## src/rtl/decode_stage_pipe.sv

```systemverilog
// decode_stage_pipe: WISC instruction-decode stage.
// Holds the 8-entry register file, the immediate extender and the destination
// select. It feeds a registered ID/EX slot with a valid/ready handshake, flush,
// and load-use stall detection.
// Optional feature macro: DECODE_RF_BYPASS_EN. When it is defined, a writeback
// in the same cycle is visible on the read ports (write-before-read).
module decode_stage_pipe #(
    parameter int DATA_WIDTH = 16,
    parameter int NUM_REGS   = 8
) (
    input  logic                  clk,
    input  logic                  rst,
    input  logic                  in_valid,
    output logic                  in_ready,
    input  logic [15:0]           instruc,
    input  logic [DATA_WIDTH-1:0] seq_PC,
    input  logic [1:0]            w_reg_cont,
    input  logic                  ext_type,
    input  logic [1:0]            len_immed,
    input  logic                  uses_rs,
    input  logic                  uses_rt,
    input  logic                  mem_read,
    input  logic                  reg_w_en,
    input  logic                  flush,
    input  logic                  wb_en,
    input  logic [2:0]            wb_reg,
    input  logic [DATA_WIDTH-1:0] wb_data,
    output logic                  out_valid,
    input  logic                  out_ready,
    output logic [DATA_WIDTH-1:0] seq_PC_out,
    output logic [DATA_WIDTH-1:0] ext_out,
    output logic [DATA_WIDTH-1:0] data_1,
    output logic [DATA_WIDTH-1:0] data_2,
    output logic [2:0]            w_reg_pipe,
    output logic                  mem_read_out,
    output logic                  reg_w_en_out
);

    localparam int REG_AW = $clog2(NUM_REGS);

    // Immediate extension: pick the field named by len, then sign- or zero-extend it.
    function automatic logic [DATA_WIDTH-1:0] ext_imm(
        input logic [15:0] ins,
        input logic [1:0]  len,
        input logic        sx
    );
        logic signed [DATA_WIDTH-1:0] s_val;
        logic        [DATA_WIDTH-1:0] z_val;
        case (len)
            2'b00: begin
                s_val = DATA_WIDTH'($signed(ins[4:0]));
                z_val = DATA_WIDTH'(ins[4:0]);
            end
            2'b01: begin
                s_val = DATA_WIDTH'($signed(ins[7:0]));
                z_val = DATA_WIDTH'(ins[7:0]);
            end
            2'b10: begin
                s_val = DATA_WIDTH'($signed(ins[10:0]));
                z_val = DATA_WIDTH'(ins[10:0]);
            end
            default: begin
                s_val = '0;
                z_val = '0;
            end
        endcase
        return sx ? $unsigned(s_val) : z_val;
    endfunction

    logic [DATA_WIDTH-1:0] rf [NUM_REGS];

    logic [2:0]            rs_sel_p0;
    logic [2:0]            rt_sel_p0;
    logic [DATA_WIDTH-1:0] rd_1_p0;
    logic [DATA_WIDTH-1:0] rd_2_p0;
    logic [2:0]            dest_p0;
    logic                  hazard_p0;
    logic                  accept_p0;

    logic                  vld_p1;
    logic [DATA_WIDTH-1:0] seq_pc_p1;
    logic [DATA_WIDTH-1:0] ext_p1;
    logic [DATA_WIDTH-1:0] data_1_p1;
    logic [DATA_WIDTH-1:0] data_2_p1;
    logic [2:0]            w_reg_p1;
    logic                  mem_read_p1;
    logic                  reg_w_en_p1;

    assign rs_sel_p0 = instruc[10:8];
    assign rt_sel_p0 = instruc[7:5];

`ifdef DECODE_RF_BYPASS_EN
    assign rd_1_p0 = (wb_en && wb_reg == rs_sel_p0) ? wb_data : rf[rs_sel_p0];
    assign rd_2_p0 = (wb_en && wb_reg == rt_sel_p0) ? wb_data : rf[rt_sel_p0];
`else
    assign rd_1_p0 = rf[rs_sel_p0];
    assign rd_2_p0 = rf[rt_sel_p0];
`endif

    // Destination register select from the instruction fields.
    always_comb begin
        dest_p0 = 3'd7;
        case (w_reg_cont)
            2'b00:   dest_p0 = instruc[7:5];
            2'b01:   dest_p0 = instruc[4:2];
            2'b10:   dest_p0 = instruc[10:8];
            default: dest_p0 = 3'd7;
        endcase
    end

    // A load still in ID/EX whose target is read by the incoming instruction must stall one slot.
    assign hazard_p0 = out_valid && mem_read_out &&
                       ((uses_rs && rs_sel_p0 == w_reg_p1) ||
                        (uses_rt && rt_sel_p0 == w_reg_p1));
    assign in_ready  = !flush && !hazard_p0 && (!vld_p1 || out_ready);
    assign accept_p0 = in_valid && in_ready;

    // Register file: single write port, cleared on reset.
    always_ff @(posedge clk or negedge rst) begin
        if (!rst) begin
            for (int i = 0; i < NUM_REGS; i++) rf[i] <= '0;
        end else if (wb_en) begin
            rf[REG_AW'(wb_reg)] <= wb_data;
        end
    end

    // ---- ID/EX boundary: flush > accept > drain > hold ----
    always_ff @(posedge clk or negedge rst) begin
        if (!rst) begin
            vld_p1      <= 1'b0;
            seq_pc_p1   <= '0;
            ext_p1      <= '0;
            data_1_p1   <= '0;
            data_2_p1   <= '0;
            w_reg_p1    <= '0;
            mem_read_p1 <= 1'b0;
            reg_w_en_p1 <= 1'b0;
        end else if (flush) begin
            vld_p1 <= 1'b0;
        end else if (accept_p0) begin
            vld_p1      <= 1'b1;
            seq_pc_p1   <= seq_PC;
            ext_p1      <= ext_imm(instruc, len_immed, ext_type);
            data_1_p1   <= rd_1_p0;
            data_2_p1   <= rd_2_p0;
            w_reg_p1    <= dest_p0;
            mem_read_p1 <= mem_read;
            reg_w_en_p1 <= reg_w_en;
        end else if (vld_p1 && out_ready) begin
            vld_p1 <= 1'b0;
        end
    end

    assign out_valid    = vld_p1;
    assign seq_PC_out   = seq_pc_p1;
    assign ext_out      = ext_p1;
    assign data_1       = data_1_p1;
    assign data_2       = data_2_p1;
    assign w_reg_pipe   = w_reg_p1;
    assign mem_read_out = mem_read_p1 && vld_p1;
    assign reg_w_en_out = reg_w_en_p1 && vld_p1;

endmodule

```

## config.mk

```make
export PLATFORM = sky130hd
export DESIGN_NAME = decode_stage_pipe
export DESIGN_NICKNAME = d
export VERILOG_FILES = /design/src/rtl/decode_stage_pipe.sv
export SDC_FILE = /design/constraint.sdc
export NUM_CORES = 1
export LEC_CHECK = 0
export ABC_AREA = 1
export BUFFER_PORTS_ARGS = -buffer_cell sky130_fd_sc_hd__buf_2
export CAP_MARGIN = 40
export CORE_MARGIN = 2
export CORE_UTILIZATION = 30
export CTS_CLUSTER_SIZE = 40
export DETAILED_ROUTE_END_ITERATION = 10
export GPL_ROUTABILITY_DRIVEN = 0
export RECOVER_POWER = 50
export SYNTH_ARGS = -nofsm -noshare
export SYNTH_HDL_FRONTEND = slang
export SYNTH_SLANG_ARGS = --single-unit
```

## constraint.sdc

```tcl
create_clock -name clk -period 1.9 [get_ports clk]
set_input_delay 0.19 -clock clk [delete_from_list [all_inputs] [get_ports clk]]
set_output_delay 0.19 -clock clk [all_outputs]
set_load 0.005 [all_outputs]
```

== Word level (Yosys, flattened, before mapping) ==
Index checks and enable logic that the tools add are counted.
Storage, ports and cells
  register bits after elaboration: 198
  bits in latches: 0
  bits in writable memories: 0
  memory bits (read-only): 0
  bits of input ports: 66
  logic and storage cells: 66
  memories: 0
Cells by class
  add/sub/neg operators: 0
  multipliers: 0
  divide/modulo/power cells: 0
  order comparisons: 4
  equality and inequality tests: 6
  shift-type cells: 0
  muxes and demuxes: 16
  bitwise operators: 4
  reduce and logical (&&, ||, !) cells: 20
Operator list (number)
  $bwmux 128: 1
  $bmux 16 s3: 2
  $mux 16: 6
  $demux 16 s3: 1
  $pmux 16 s3: 1
  $pmux 11 s3: 1
  $ge 4x4->1 const B: 3
  $not 3->4: 3
  $logic_and 1x1->1: 11
  $pmux 3 s3: 1
  $eq 3x3->1: 2
  $eq 2x1->1 const B: 2
  $eq 2x2->1 const B: 2
  $logic_not 2->1: 2
  $lt 4x1->1 const B: 1
  $logic_not 1->1: 3
  $mux 1: 3
  $reduce_bool 3->1: 1
  $logic_or 1x1->1: 2
  $reduce_and 2->1: 1
  $not 1->1: 1

== Longest topological paths before layout ==
Gate-level depths: netlist of run 1.
  word-level depth: 10
  depth in mapped cells: 13

== Worst setup path after synthesis of run 1 ==
No wires, ideal clock.
  path kind: register -> register
  start: register w_reg_p1[0], in the netlist w_reg_pipe[0]
  end: register ext_p1[14], in the netlist ext_out[14]
  library setup time: 0.117 ns
  arrival: 1.247 ns
  path slack: 0.536 ns
  stages on the path, launching flop included: 13
  buffers on the path: 2
  period minus slack after synthesis: 1.364 ns
  cell sequence: dfrtp_1 -> inv_1 -> nand2_1 -> nand2_1 -> nor2_1 -> nand2_1 -> nand2_1 -> nand2_2 -> nand3_2 -> buf_6 -> buf_6 -> nand2_1 -> nand2_1
On the way
  longest elaborated chain between the ends: 9
  elaborated cells on any way between the ends: 11
  those cells by class: eq/ne (2); reduce/logical (9)
Ends and longest elaborated chain
  start: declaration: RTL line 85  | logic [2:0] w_reg_p1;
  start signal: assignment: RTL line 146  | w_reg_p1 <= dest_p0;
  $eq 3x3->1, on equally long branches: RTL line 113, 114
  $logic_and 1x1->1, on equally long branches: RTL line 113, 114
  $logic_or 1x1->1 *: RTL line 113  | ((uses_rs && rs_sel_p0 == w_reg_p1) ||
  $logic_and 1x1->1 *: RTL line 112  | assign hazard_p0 = out_valid && mem_read_out &&
  $logic_not 1->1 *: RTL line 115  | assign in_ready = !flush && !hazard_p0 && (!vld_p1 || out_ready);
  $logic_and 1x1->1 * (2 in a row): RTL line 115
  $logic_and 1x1->1 *: RTL line 116  | assign accept_p0 = in_valid && in_ready;
  $reduce_and 2->1 (no line) *
  end signal: assignment: RTL line 143  | ext_p1 <= ext_imm(instruc, len_immed, ext_type);
  end: declaration: RTL line 82  | logic [DATA_WIDTH-1:0] ext_p1;
Every way passes the cells marked *; elsewhere a longest branch is shown, timed or not.
A chain may end at the register's enable or synchronous reset.

== Final worst setup path of run 1 ==
  start: register vld_p1, in the netlist out_valid
  end: output port in_ready
On the way
  longest elaborated chain between the ends: 6
  elaborated cells on any way between the ends: 8
  those cells by class: reduce/logical (8)
Ends and longest elaborated chain
  start: declaration: RTL line 80  | logic vld_p1;
  start signal: assignment: RTL line 130  | vld_p1 <= 1'b0;
  start signal: assignment: RTL line 139  | vld_p1 <= 1'b0;
  start signal: assignment: RTL line 141  | vld_p1 <= 1'b1;
  $logic_and 1x1->1: RTL line 160  | assign mem_read_out = mem_read_p1 && vld_p1;
  $logic_and 1x1->1 (2 in a row): RTL line 112
  $logic_not 1->1: RTL line 115
  $logic_and 1x1->1: RTL line 115
  $logic_and 1x1->1 *: RTL line 115
  end: declaration: RTL line 14  | output logic in_ready,
Marked as above.

==> results.toml, run 1 <==
[timing]
fin_ws_ns = 0.105
finalHoldViolCount = 0
fmax_mhz = 557
skew_ns = 0.0129
final-max-slew-violation-count = 0
rsz0062_at_grt = "false"
worst-slew-pin-transition_ns = 0.989
holdWs_ns = 0.0148
fin_crit_ns = 1.79
setup_viol = 0
relSlewSlack = 0.341
fin_crit_sh = 0.945
setup-tns-final_ns = 0

[yosys]
synth_ff_type = "dfrtp_1"
synth_top_area_share = 0.459
ys_async_sr_fraction = 1.00
ys_ff_latch = 194
yosysTopAreaCell = "dfrtp_1"
synth.net_count = 1615
synth_edf_count = 0
yosysMostFrequentCell = "nand2_1"
synth.distinct_cells = 20
netlist_area_mm2 = 0.0106
netlist_instances = 1549
yosysSeqAreaShare = 0.459
yosys-top-cells-area = "dfrtp_1 (46%), nand2_1 (26%), nand3_1 (6.5%)"
syn_area_per_cell_um2 = 6.82
synth.cells.most_frequent = "nand2_1 (723), dfrtp_1 (194), inv_1 (163)"
yosysWarnings = 0

[pwr]
internal-power_mw = 7.95
pwr-share-comb = 0.238
ir_worst_vdd_uv = 555
leakage_nw = 7.00
switchingPower_mw = 3.91
pwr-share-seq = 0.447
p_sw_frac = 0.330
p_per_area_mw_per_mm2 = 955
p_clk_frac = 0.315

[clock_tree]
clock-root-buffer = "clkbuf_16"
tritoncts = "yes"
post-cts-setup-buffers = 0
clk_latency_ns = 0.44
max-clock-path-buffers = 2
clkTransAtPathRegs_ns = 0.08
ctsHtreeMaxLevel = 4
cts_sinks = 194
numCtsBuffers = 17

[layout]
area_delta_synth_final_pct = 17.6
layout.nets = 1713
finalInstanceArea_mm2 = 0.0124
drive_gt1_frac = 0.125

[hold_path]
hold_path_class = "in2reg"

[die]
fp.dieW_um = 192
initial_core_util = 0.305
io_pins = 137
die-area_mm2 = 0.0367
core_mm2 = 0.0346
rows = 68
dieHeight_um = 192

[grt]
grt_max_degree = 65
grt-ovfl-total = 0
grt.total_usage = 0.186
antenna_found_initial = 2
grt_pass1_wl_um = 53100
grt_pass1_vias = 9910

[critical_path]
worstSetupStartpointType = "flop"
end_kind = "output pin"
rrSetupSlack_ns = 0.28
critical_path_class = "reg2out"
crit_arrival_ns = 1.60
cp.required_ns = 1.71
critPathMaxFanout = 11

[route]
vias = 10140
first_pass_iters = 6
viasPerCell = 4.79
postRouteAntennaNets = 0
drtIter0Drc = 871
route.detailed.drc = 0
wirelength_um = 33400
routedWlPerCell_um = 15.8

[placement]
dp_slack_ns = 0.280
numPortBuffers = 131
place_area_mm2 = 0.0117
hpwl_um = 21900

[run]
drv_cap = 0

[outcome]
outcome = "finished, final reports clean"
-- cells by family (layout without fill, tap and decap cells) --
kind of cell	Yosys count	after routing	share of synthesized area
buffers and inverters	273	384	0.107
other	0	1	0
AND/OR/NAND/NOR	948	948	0.369
flip-flops	194	194	0.459
AO/OA/AOI/OAI	134	134	0.0641
-- through the flow --
step / instances / util / total power, mW
6_report: 2116 / 0.359 / 11.9
5_1_grt: 2116 / 0.359 / 12.7
4_1_cts: 2115 / 0.361 / 12.0
3_5_place_dp: 2069 / 0.339 / 8.20
3_3_place_gp: 2069 / 0.339 / 8.12
2_1_floorplan: 1549 / - / 7.09
-- worst max-delay path, cell delays in order, from the launching register on --
cell	delay, ns
dfrtp_1	0.46
a21oi_4	0.36
a21boi_1	0.21
buf_2	0.13
-- routing by layer --
layer	vias up	share of wire	wire length (µm)	global-route usage
met2	359	0.45	14900	0.305
li1	5009	-	-	-
met1	4724	0.45	15100	0.248
met4	2	0.022	742	0.0604
met3	46	0.080	2670	0.0362
met5	-	0.00039	13	0
-- worst paths after layout --
| check | start | end | depth (start not counted) |
|---|---|---|---|
| worst max-delay path | out_valid | in_ready | 3 |
| worst max register to register | w_reg_pipe[2] | data_1[2] | 10 |
| min in group asynchronous | rst | data_2[12] | 2 |
| max in group asynchronous | rst | rf[88] | 3 |
| worst min-delay path | seq_PC[6] | seq_PC_out[6] | 3 |
| worst min register to register | data_1[12] | data_1[12] | 2 |
-- area by class of cell --
class,instances,area (µm²)
fillers,3693,22200
clock buffers,18,439
clock inverters,14,165
diodes,1,2.50
repair buffers,183,1170
well taps,455,569
flip-flops and latches,194,4860
inverters,169,637
multi-input cells,1082,4590
-- cell usage in the layout, fill, tap and decap left out --
cell type / netlist / final
a21boi_1: 0 / 1
a21oi_4: 0 / 1
buf_12: 0 / 8
buf_2: 23 / 127
buf_4: 8 / 21
buf_6: 6 / 3
bufinv_16: 0 / 2
clkbuf_1: 62 / 4
clkbuf_16: 0 / 17
clkbuf_2: 0 / 6
clkbuf_8: 0 / 1
clkinv_2: 0 / 2
clkinv_4: 0 / 2
dfrtp_1: 194 / 193
dfrtp_2: 0 / 1
diode_2: 0 / 1
dlygate4sd3_1: 0 / 14
inv_1: 163 / 162
inv_2: 5 / 6
inv_4: 1 / 1
inv_6: 0 / 5
inv_8: 0 / 3
nand2_1: 723 / 723
nand2_2: 1 / 1
nand3_1: 138 / 138
nand3_2: 1 / 1
nand4_1: 65 / 65
nor2_1: 19 / 19
nor3_1: 1 / 1
o21ai_0: 131 / 131
o21ai_1: 1 / 1
-- flip-flops by register name (all words and copies together) (netlist names) --
name         count
out_valid        1
data_1          16
rf             128
data_2          16
ext_out         12
w_reg_pipe       3
seq_PC_out      16
mem_read_p1      1
reg_w_en_p1      1
-- power groups by stage --
stage / Clock (mW) / Sequential, mW / Combinational, mW
final: 3.73 / 5.30 / 2.83
after global routing: 4.02 / 5.39 / 3.29
after CTS: 3.83 / 5.29 / 2.87
after detailed placement: 0 / 5.37 / 2.83
after global placement: 0 / 5.35 / 2.77
after floorplan: 0 / 5.32 / 1.77
-- what timing repair did --
item                                   in CTS  in global routing
hold buffers                               14                  0
endpoints found under the hold margin     207                  0
setup endpoints to repair                   0                  1
gates resized for setup                     0                  3
Note: power is estimated with default switching activity, not from simulation.
==> inputs of run 2 (changes only) <==
--- a/config.mk
+++ b/config.mk
@@ -13,7 +13,7 @@
 export CTS_CLUSTER_SIZE = 40
 export DETAILED_ROUTE_END_ITERATION = 10
 export GPL_ROUTABILITY_DRIVEN = 0
-export RECOVER_POWER = 50
 export SYNTH_ARGS = -nofsm -noshare
 export SYNTH_HDL_FRONTEND = slang
 export SYNTH_SLANG_ARGS = --single-unit
+export TNS_END_PERCENT = 1
==> constraint.sdc (replaced) <==
create_clock -name clk -period 2.3 [get_ports clk]
set_input_delay 0.23 -clock clk [delete_from_list [all_inputs] [get_ports clk]]
set_output_delay 0.23 -clock clk [all_outputs]
set_load 0.005 [all_outputs]
==> run 2 against run 1 <==
  * Die area stayed put
  * Sequential power is 18% lower
  * Combinational power is 18% lower
==> results.toml, run 2 (same netlist as run 1, synthesis figures left out) <==
[clock_tree]
numCtsBuffers = 17
post-cts-setup-buffers = 0
ctsHtreeMaxLevel = 4
cts_sinks = 194
clock-root-buffer = "clkbuf_16"
max-clock-path-buffers = 2
clk_latency_ns = 0.44
tritoncts = "yes"
clkTransAtPathRegs_ns = 0.08

[critical_path]
r2r_cells = 11
cp.required_ns = 2.07
end_kind = "output pin"
rrSetupSlack_ns = 0.47
critPathMaxFanout = 13
crit_arrival_ns = 1.73
worstSetupStartpointType = "flop"
reg2reg_from = "w_reg_pipe[2]"
critical_path_class = "reg2out"
worstReg2RegEnd = "w_reg_pipe[0]"

[placement]
numPortBuffers = 131
hpwl_um = 21400
place_area_mm2 = 0.0117

[pwr]
internal-power_mw = 6.45
p_clk_frac = 0.314
fin_total_pwr_mw = 9.75
pwr-share-seq = 0.448
leakage_nw = 6.95
ir_worst_vdd_uv = 527
p_sw_frac = 0.339
pwr-share-comb = 0.237
switchingPower_mw = 3.30
p_per_area_mw_per_mm2 = 790

[timing]
fmax_mhz = 511
rsz0062_at_grt = "false"
finalHoldViolCount = 0
relSlewSlack = 0.518
setup-tns-final_ns = 0
fin_crit_sh = 0.852
final-max-slew-violation-count = 0
skew_ns = 0.0144
fin_crit_ns = 1.96
worst-slew-pin-transition_ns = 0.723
setup_viol = 0

[die]
initial_core_util = 0.305
rows = 68
die-area_mm2 = 0.0367
io_pins = 137
core_mm2 = 0.0346
dieHeight_um = 192
fp.dieW_um = 192

[hold_path]
hp-start = "wb_data[3]"
hold_path_class = "in2reg"
hold_path_depth = 3
min_to = "rf[3]"

[layout]
layout.nets = 1704
final_common_cell = "nand2_1"
mostFrequentLayoutCells = "nand2_1 (723), dfrtp_1 (194), inv_1 (163)"
largest_register_ffs = 128
diodes = 0
finalInstanceArea_mm2 = 0.0123
drive_gt1_frac = 0.127
largest-register = "rf"
area_delta_synth_final_pct = 16.7

[outcome]
outcome = "finished, final reports clean"

[grt]
grt_pass1_wl_um = 52200
grt-ovfl-total = 0
grt_max_degree = 131
grt.total_usage = 0.183
grt_pass1_vias = 9522
antenna_found_initial = 0

[route]
drtIter0Drc = 1057
viasPerCell = 4.88
postRouteAntennaNets = 0
routedWlPerCell_um = 15.8
first_pass_iters = 6
vias = 10276
wirelength_um = 33300
route.detailed.drc = 0

[run]
drv_cap = 0
-- run 2: worst max-delay path, stage by stage, from the launching register on --
cell and delay, ns:
dfrtp_1 0.45, a21oi_4 0.42, a21boi_0 0.25, buf_2 0.16
-- run 2: worst max-delay path by stage --
stage / from / to / slack [ns] / depth (start not counted)
finish: out_valid / in_ready / 0.34 / 3
global route: w_reg_pipe[0] / data_1[5] / 0.23 / 11
floorplan: w_reg_pipe[0] / ext_out[14] / 0.94 / 12
detailed placement: instruc[7] / data_1[12] / 0.43 / 12
CTS: out_valid / in_ready / 0.31 / 3
global placement: instruc[7] / seq_PC_out[4] / 0.45 / 12
-- run 2: through the flow --
step | instances | hold slack [ns] | utilization | setup slack, ns
2_1_floorplan | 1549 | -0.0656 | - | 0.936
3_3_place_gp | 2067 | 0.0606 | 0.336 | 0.454
3_5_place_dp | 2067 | 0.0612 | 0.336 | 0.433
4_1_cts | 2106 | 0.000488 | 0.356 | 0.306
5_1_grt | 2106 | 0.0220 | 0.356 | 0.229
6_report | 2106 | 0.0120 | 0.356 | 0.341
-- run 2: power groups by stage --
stage          registers [mW]  clock network (mW)  logic [mW]
3_5_place_dp             4.43                   0        2.30
3_3_place_gp             4.42                   0        2.25
4_1_cts                  4.37                3.14        2.32
5_1_grt                  4.45                3.28        2.68
2_1_floorplan            4.39                   0        1.46
6_report                 4.37                3.06        2.31
-- run 2: what timing repair did --
item | CTS | global route
gates resized for setup | 0 | 0
hold buffers | 7 | 0
endpoints found under the hold margin | 70 | 0
-- run 2: area by class of cell --
cell class / instances / area, µm²
Tap cell: 455 / 569
Fill cell: 3716 / 22300
Clock inverter: 15 / 186
Timing Repair Buffer: 174 / 1070
Clock buffer: 17 / 425
Multi-Input combinational cell: 1082 / 4590
Inverter: 169 / 637
Sequential cell: 194 / 4850
-- run 2: routing by layer --
layer / track usage / routed length, µm
met1: 0.253 / 15000
met2: 0.290 / 14700
met3: 0.0318 / 2870
met4: 0.0592 / 709
met5: 0 / 0
==> inputs of run 3 (changes only) <==
--- a/config.mk
+++ b/config.mk
@@ -10,9 +10,11 @@
 export CAP_MARGIN = 40
 export CORE_MARGIN = 2
 export CORE_UTILIZATION = 30
+export CTS_BUF_LIST = sky130_fd_sc_hd__clkbuf_2 sky130_fd_sc_hd__clkbuf_4 sky130_fd_sc_hd__clkbuf_8
 export CTS_CLUSTER_SIZE = 40
 export DETAILED_ROUTE_END_ITERATION = 10
 export GPL_ROUTABILITY_DRIVEN = 0
+export MAX_ROUTING_LAYER = met4
 export SYNTH_ARGS = -nofsm -noshare
 export SYNTH_HDL_FRONTEND = slang
 export SYNTH_SLANG_ARGS = --single-unit
==> run 3 against run 2 <==
  * Combinational power grew 2%
  * Clock skew increased by 0.0056 ns
  * Design area grew 0.98%
  * Count of clock-buffer cells in the layout unchanged
  * Sequential power is essentially flat
  * Wire length increased by 0.61%
  * Largest cell class unchanged
==> results.toml, run 3 (same netlist as run 1, synthesis figures left out) <==
[hold_path]
min_to = "seq_PC_out[11]"
hp-start = "seq_PC[11]"
hold_path_class = "in2reg"
hold_path_depth = 3

[layout]
layout.nets = 1734
mostFrequentLayoutCells = "nand2_1 (723), dfrtp_1 (194), inv_1 (163)"
drive_gt1_frac = 0.125
largest_register_ffs = 128
area_delta_synth_final_pct = 17.9
largest-register = "rf"
final_common_cell = "nand2_1"

[grt]
antenna_found_initial = 0
grt_pass1_wl_um = 52500
grt_pass1_vias = 9607
grt_max_degree = 131
grt.total_usage = 0.190
grt-ovfl-total = 0

[critical_path]
slowest_delay_ns = 0.57
worstReg2RegEnd = "out_valid"
r2r_cells = 11
crit_arrival_ns = 2.48
crit_chain = "inv_1 -> nand2_1 -> nand2_1 -> nor2_1 -> nand2_1 -> nand2_1 -> nand2_4 -> nand3_2 -> buf_8 -> o21ai_1 -> dlygate4sd3_1"
reg2reg_from = "w_reg_pipe[0]"
path_buf_inv = 3
critical_path_class = "reg2reg"
end_kind = "flop"
critical_path.top_delay_family = "buffers and inverters"
cp.required_ns = 2.67
worstSetupStartpointType = "flop"
cp_slowest_cell = "dlygate4sd3_1"
rrSetupSlack_ns = 0.19
cpMostUsedCell = "nand2_1"
critPathMaxFanout = 23

[outcome]
outcome = "finished, final reports clean"

[placement]
numPortBuffers = 131
hpwl_um = 21400

[clock_tree]
clock-root-buffer = "clkbuf_8"
ctsHtreeMaxLevel = 4
clk_latency_ns = 0.48
numCtsBuffers = 17
cts_sinks = 194
clkTransAtPathRegs_ns = 0.11
max-clock-path-buffers = 2
tritoncts = "yes"

[die]
die-area_mm2 = 0.0367
rows = 68
fp.dieW_um = 192
initial_core_util = 0.305
dieHeight_um = 192
core_mm2 = 0.0346
io_pins = 137

[pwr]
p_per_area_mw_per_mm2 = 729
fin_total_pwr_mw = 9.07
leakage_nw = 7.01
ir_worst_vdd_uv = 384

[timing]
fmax_mhz = 474
rsz0062_at_grt = "false"
finalHoldViolCount = 0
setup-tns-final_ns = 0
setup_viol = 0
relSlewSlack = 0.509
final-max-slew-violation-count = 0
fin_crit_ns = 2.11
skew_ns = 0.0200
worst-slew-pin-transition_ns = 0.736
fin_crit_sh = 0.917

[route]
postRouteAntennaNets = 0
vias = 10449
route.detailed.drc = 0
first_pass_iters = 5
routedWlPerCell_um = 15.7
viasPerCell = 4.89
wirelength_um = 33500
drtIter0Drc = 927

[run]
drv_cap = 0
==> run 3: cell types whose count changed in the layout (fill, tap and decap cells not counted), sizes merged <==
cell         previous run  this run
buf                   166       167
diode                   0         1
dlygate4sd3             7        36
==> run 3: worst reg2reg max path, stage by stage (launching register included) <==
cell and delay (ns):
dfrtp_1 0.44, inv_1 0.11, nand2_1 0.07, nand2_1 0.05, nor2_1 0.09, nand2_1 0.06
nand2_1 0.14, nand2_4 0.11, nand3_2 0.10, buf_8 0.18, o21ai_1 0.09, dlygate4sd3_1 0.57
==> run 3: routing by layer <==
layer,track usage,up-vias,part of all wire
li1,-,5053,-
met1,0.253,4918,0.46
met2,0.294,429,0.44
met3,0.0312,49,0.078
met4,0.0607,0,0.021
met5,-,-,0
==> run 3: worst max path at each step <==
| stage | depth (start not counted) | endpoint | start | slack [ns] |
|---|---|---|---|---|
| finish | 11 | out_valid | w_reg_pipe[0] | 0.19 |
| global route | 11 | out_valid | w_reg_pipe[0] | 0.03 |
| CTS | 11 | out_valid | w_reg_pipe[0] | 0.1 |
| detailed placement | 12 | data_1[12] | instruc[7] | 0.43 |
| global placement | 12 | seq_PC_out[4] | instruc[7] | 0.45 |
| floorplan | 12 | ext_out[14] | w_reg_pipe[0] | 0.94 |
==> run 3: power by group <==
| group | internal (mW) | switching (mW) | leakage, nW |
|---|---|---|---|
| combinational | 0.873 | 1.49 | 4.36 |
| sequential | 4.04 | 0.330 | 2.44 |
| clock | 0.930 | 1.41 | 0.202 |
==> run 3: per-stage QoR <==
stage | hold slack, ns | instance area [µm²] | instances | setup WS [ns] | utilization
2_1_floorplan | -0.0656 | 10600 | 1549 | 0.936 | -
3_3_place_gp | 0.0606 | 11700 | 2067 | 0.454 | 0.336
3_5_place_dp | 0.0612 | 11700 | 2067 | 0.433 | 0.336
4_1_cts | 0.0000991 | 12400 | 2135 | 0.0959 | 0.359
5_1_grt | 0.0183 | 12500 | 2136 | 0.0306 | 0.360
6_report | 0.0367 | 12500 | 2137 | 0.192 | 0.360
==> run 3: final cells by class <==
cell class                 count  area (µm²)
clock inverter                15         186
tap                          455         569
sequential                   194        4850
timing repair buffer         204        1370
multi-input combinational   1082        4600
inverter                     169         637
antenna                        1        2.50
fill                        3708       22200
clock buffer                  17         234
==> run 3: timing repair <==
action                                 4_1_cts  5_1_grt
setup buffers                                0        1
gates resized for setup                      0        3
endpoints found under the hold margin      228        0
hold buffers                                36        0
setup endpoints to repair                    0        1
